===== src/rtl/hashmap_cache.sv =====
// hashmap_cache: direct-mapped key/value table with XOR-folded slot index, combinational lookup and collision flag.
module hashmap_cache #(
    parameter int KEY_WIDTH   = 2,
    parameter int VALUE_WIDTH = 2,
    parameter int CACHE_SIZE  = 4,
    parameter bit OVERWRITE   = 1'b1
) (
    input  logic                   clk,
    input  logic                   rst,
    input  logic [KEY_WIDTH-1:0]   write_key,
    input  logic [VALUE_WIDTH-1:0] write_value,
    input  logic                   write_request,
    output logic                   collision,
    input  logic [KEY_WIDTH-1:0]   read_key,
    output logic [VALUE_WIDTH-1:0] read_value,
    output logic                   read_response,
    input  logic                   clear_cache
);
    localparam int IW  = $clog2(CACHE_SIZE);
    localparam int NCH = (KEY_WIDTH + IW - 1) / IW;
    localparam int PW  = NCH * IW;

    logic [CACHE_SIZE-1:0]  valid_q, valid_d;
    logic [KEY_WIDTH-1:0]   key_q [CACHE_SIZE];
    logic [VALUE_WIDTH-1:0] val_q [CACHE_SIZE];
    logic [IW-1:0]          rd_idx, wr_idx;
    logic                   wr_en;

    // Zero-padding the key to whole chunks also covers KEY_WIDTH <= IW (single chunk).
    function automatic logic [IW-1:0] hash(input logic [KEY_WIDTH-1:0] k);
        logic [PW-1:0] p;
        logic [IW-1:0] h;
        p = PW'(k);
        h = '0;
        for (int i = 0; i < NCH; i++) h ^= p[i*IW +: IW];
        return h;
    endfunction

    always_comb begin
        rd_idx        = hash(read_key);
        wr_idx        = hash(write_key);
        read_response = valid_q[rd_idx] && (key_q[rd_idx] == read_key);
        read_value    = read_response ? val_q[rd_idx] : '0;
        collision     = write_request && valid_q[wr_idx] && (key_q[wr_idx] != write_key);
        wr_en         = write_request && !clear_cache && (!collision || OVERWRITE);
        valid_d       = clear_cache ? '0 : wr_en ? (valid_q | (CACHE_SIZE'(1) << wr_idx)) : valid_q;
    end

    always_ff @(posedge clk) valid_q <= rst ? '0 : valid_d;

    always_ff @(posedge clk) begin
        if (wr_en) begin
            key_q[wr_idx] <= write_key;
            val_q[wr_idx] <= write_value;
        end
    end
endmodule


===== config.mk =====
export PLATFORM = sky130hd
export DESIGN_NAME = hashmap_cache
export DESIGN_NICKNAME = d
export VERILOG_FILES = /design/src/rtl/hashmap_cache.sv
export SDC_FILE = /design/constraint.sdc
export NUM_CORES = 1
export LEC_CHECK = 0
export CELL_PAD_IN_SITES_DETAIL_PLACEMENT = 1
export CELL_PAD_IN_SITES_GLOBAL_PLACEMENT = 1
export CORE_MARGIN = 1
export CORE_UTILIZATION = 41
export CTS_CLUSTER_SIZE = 12
export DETAILED_ROUTE_END_ITERATION = 8
export GPL_TIMING_DRIVEN = 0
export PLACE_DENSITY_LB_ADDON = 0.1
export SLEW_MARGIN = 20
export SYNTH_ARGS = -nofsm -noshare
export SYNTH_HDL_FRONTEND = slang
export SYNTH_SLANG_ARGS = --single-unit

===== constraint.sdc =====
create_clock -name clk -period 1.5 [get_ports clk]
set_input_delay 0.3 -clock clk [delete_from_list [all_inputs] [get_ports clk]]
set_output_delay 0.3 -clock clk [all_outputs]
set_load 0.01 [all_outputs]

**After elaboration in Yosys (flattened, before gate mapping)**

Memories as Yosys holds them, arrays and structs flattened.
Cells that the tools add are included.

- Bits of input ports: 10
- Word-level logic and storage cells: 22
- Bits in registers: 4
- Output and inout port bits: 4
- Memory bits (writable): 16
- Memories kept: 2

Memories:

| name | words | bits a word | read ports | clocked after Yosys merged registers in | write ports | line | source |
|---|---|---|---|---|---|---|---|
| key_q | 4 | 2 | 2 | 0 | 1 | 24 | `logic [KEY_WIDTH-1:0] key_q [CACHE_SIZE];` |
| val_q | 4 | 2 | 1 | 0 | 1 | 25 | `logic [VALUE_WIDTH-1:0] val_q [CACHE_SIZE];` |

- Reductions and logical operators: 6
- Shifts and indexed selects: 1
- Magnitude comparators: 2
- Equality and inequality tests: 2
- Bitwise gates (word level): 1
- Mux-type cells: 7

Operators with widths:

| operator | count |
|---|---|
| < comparator 2 x 3 -> 1 bit, second input constant | 2 |
| binary-select mux 1 bit (select 2 bit) | 2 |
| logical AND 1 bit | 4 |
| 2-to-1 mux 1 bit | 4 |
| OR 4 bit | 1 |
| left shift 1 x 2 -> 4 bit, first input constant | 1 |
| equality test 2 bit | 1 |
| 2-to-1 mux 2 bit | 1 |
| != test 2 bit | 1 |
| OR reduction 2 bit | 1 |
| logical NOT 1 bit | 1 |

**Longest topological paths before layout**

- Word-level depth: 4
- Gate-level depth with buffers: 3
- Mapped depth without buffers: 3

**Worst setup path before layout**

Ideal clock, no wire load.

- Path kind: register to output
- Start: mem key_q[2][0]
- End: out read_value[0]
- Stages on the path, launching flop included: 4
- Path buffers: 0
- Arrival time: 1.147 ns
- Required time: 1.200 ns
- Path slack: 0.053 ns
- Path through: edfxtp_1 > nand2b_1 > o311a_2 > nor3b_1

RTL lines:

| item | line | source |
|---|---|---|
| start: declaration | 24 |  |
| end: declaration | 15 | `output logic [VALUE_WIDTH-1:0] read_value,` |

==> summary.txt <==
Die
  – Core box area: between 0.0015 and 0.002 mm²
  – Die span in x: around 47 µm
  – Starting Density: 0.4535
  – Die height: between 40 and 50 µm
  – Die Footprint: 0.002175 mm²
  – I/O pins: 14
  – Cell Rows: 15

Synthesis
  – Share of Yosys cell area claimed by the top area cell type: 0.5881
  – Cell area after synthesis: a little over 800 µm²
  – Main combinational cell family by area after synthesis: simple AND/OR/NAND/NOR gates
  – Synth Flop Type: edfxtp_1
  – Post-synthesis mux area share: 0.06432
  – Synthesized instance count: 52
  – Seq/Total Area, Yosys: 0.6861
  – Post-synth EDFFs: 16
  – Synth cell count leaders: 16 x edfxtp_1, 5 x o21a_1, 4 x dfxtp_1, 4 x nand2b_1
  – Most common cell in the synthesized netlist: edfxtp_1
  – Post-synth cell types: 18
  – Adder-cell share of the synthesized area: 0
  – Simple-gate portion of the synthesized area: 0.1455
  – Synth Area in Compound Gates: 0.09495
  – Post-Synth XOR/XNOR Area: 0
  – Post-Syn Nets: 62
  – Seq cells post-synth: 20
  – Ranking of synthesized cells by area: edfxtp_1 59%, dfxtp_1 9.8%, mux4_1 6.4%
  – Fraction of registers with async set/reset: 0
  – Synthesized area per cell: 15.71 µm²
  – Most area-hungry cell type in the Yosys netlist: edfxtp_1
  – Ys Warns: 0

STA
  – Setup WS post-layout: -0.3156 ns
  – Minimum clock period: approximately 1.8 ns
  – Max-slew violation total from the final report: 0
  – Worst Max-Slew Pin Slew: approximately 0.40 ns
  – Hold Vio Cnt, Final: 0
  – Relative slew slack: 0.7341
  – RSZ-0062 raised after global routing: yes
  – Fmax: 0.5508 GHz
  – Final worst-path cycle share: 1.210
  – Skew final: 0 ns
  – Final setup viols: 4

Routing
  – Routed WL per cell: 17.54 µm
  – Antenna-violating nets left: 0
  – Remaining DRCs: 0
  – DRT Pass-1 Iters: 4
  – Initial DRC count: 14
  – Vias per cell: 5.638
  – Routed vias: between 500 and 600
  – WL final: 1649 µm

GRT
  – Number of global-route vias before repair: 538
  – Antenna violations before repair: 0
  – Largest net degree at the start of global routing: 13
  – Overflow after GRT: 0
  – Gr usage total: 0.1916
  – First-pass GRT wire length: between 2000 and 3000 µm

Clock network
  – Maximum clock path buffer count: 2
  – CTS root buf: clkbuf_4
  – CTS Sinks: 20
  – TritonCTS Buffers: 3
  – H-Tree Depth: 1
  – Clock slew at reported path FFs: around 0.11 ns
  – Hold_buf cts: 0
  – CTS tree: done
  – Worst-Skew Late Latency: ~0.29 ns

Pwr
  – Power Total: between 1 and 1.5 mW
  – Leak Pwr: 0.3719 nW
  – Peak VDD IR: 0.6363 mV
  – Pwr/cell area: between 1000 and 1500 mW/mm²

Worst setup path
  – CP Launch Type: flop
  – Critical Path End Type: primary output
  – Critical path data arrival time: between 1.5 and 2 ns
  – WS Path Type: flop to primary output
  – Crit-path max FO: 3
  – Critical Path RT: 1.20 ns

Outcome
  – Failing checks: setup timing
  – Status: finished, violations left

Run
  – Max Cap Violations: 0

Final layout
  – Post-route cell area: about 0.0011 mm²
  – Fill cells: between 150 and 200
  – Fraction of layout cells with a size suffix above 1: 0.3043
  – Antenna diode count: 0
  – Final #Nets: 80
  – FF+latch area: 560.5 µm²
  – Multi-input gate area: between 300 and 400 µm²
  – Area Overhead vs Synth: 32.92%

Place
  – Routability cong.: just over 0.7
  – Detailed placement HPWL: 1149 µm
  – Port bufs: 13
  – Area after DPL: approximately 980 µm²

Hold path
  – Min-delay worst type: flop to flop
==> cell type report <==
| cell class | count | share of cell area |
|---|---|---|
| clock inverter | 1 | 0.02765 |
| tap | 25 | 0.02880 |
| inverter | 2 | 0.006912 |
| multi-input combinational | 30 | 0.2972 |
| clock buffer | 3 | 0.02074 |
| sequential | 20 | 0.5161 |
| timing repair buffer | 13 | 0.1025 |
==> worst max-delay path, stage by stage, from the launching register on <==
cell and delay (ns):
edfxtp_1 0.46, nor4b_4 0.33, nor3_4 0.07, nor3b_2 0.19
buf_2 0.16
==> flip-flops by register name, summed over array words and instances, names as in the netlist <==
register  count
key_q         8
val_q         8
valid_q       4
==> layer usage <==
layer | vias up | global-route usage | routed length [µm]
met5 | - | 0 | 0
met2 | 17 | 0.2750 | 789
met4 | 0 | 0.1371 | 49
met1 | 263 | 0.2500 | 744
li1 | 244 | - | -
met3 | 6 | 0.04706 | 66
==> cell families (layout without fill, tap and decap cells) <==
family | after synthesis | in the layout
AO/OA/AOI/OAI | 9 | 9
buffers and inverters | 2 | 19
AND/OR/NAND/NOR | 19 | 19
flip-flops | 20 | 20
multiplexers | 2 | 2
==> metrics by stage <==
step / hold slack, ns / setup WS, ns / std cells / util / TNS [ns]
2_1_floorplan: 0.3989 / 0.05310 / 52 / - / 0
3_3_place_gp: 0.4765 / -0.9995 / 90 / 0.5431 / -11.43
3_5_place_dp: 0.4795 / -1.015 / 90 / 0.5431 / -12.26
4_1_cts: 0.4678 / -0.3194 / 94 / 0.5833 / -1.067
5_1_grt: 0.5171 / -0.3776 / 94 / 0.6028 / -1.317
6_report: 0.5062 / -0.3156 / 94 / 0.6028 / -1.028
==> power by group <==
| group | switching [mW] | internal (mW) | leakage, nW |
|---|---|---|---|
| logic | 0.0462 | 0.0473 | 0.166 |
| registers | 0.00762 | 0.614 | 0.178 |
| clock network | 0.157 | 0.270 | 0.0279 |
==> layout by cell type, fill, tap and decap left out <==
cell type,Yosys,final
nand2b_1,4,3
o311a_4,0,1
o21a_1,5,5
clkbuf_4,0,3
nor3b_4,0,1
clkdlybuf4s50_1,0,5
nor3b_2,0,2
inv_1,2,2
nor3_2,0,1
nor2_1,3,3
buf_2,0,4
nand4_1,1,1
a2111oi_2,1,1
bufinv_16,0,1
and4b_1,2,2
dfxtp_1,4,4
nor4b_4,0,1
nor3_1,3,1
nor3_4,0,1
a32oi_2,0,1
clkdlybuf4s15_1,0,1
nand2_1,1,1
nand2b_4,0,1
nor2b_1,1,1
a21oi_1,1,1
clkdlybuf4s15_2,0,2
mux4_1,2,1
dlygate4sd2_1,0,1
mux4_2,0,1
edfxtp_1,16,16
==> repair_timing <==
action                                  in CTS  in global routing
cloned                                       0                  0
pin swaps                                    3                  6
resized for setup                           33                  6
setup buffers                                0                  0
endpoints found under the setup margin      14                  8
==> worst paths after layout <==
| path | depth (start not counted) | endpoint | startpoint | slack [ns] |
|---|---|---|---|---|
| max | 4 | read_value[1] | key_q[0][1] | -0.32 |
| min | 1 | valid_q[1] | valid_q[1] | 0.51 |
| max reg2reg | 1 | valid_q[0] | valid_q[0] | 0.86 |
| min reg2reg | 1 | valid_q[1] | valid_q[1] | 0.51 |
(Power assumes the default switching activity.)
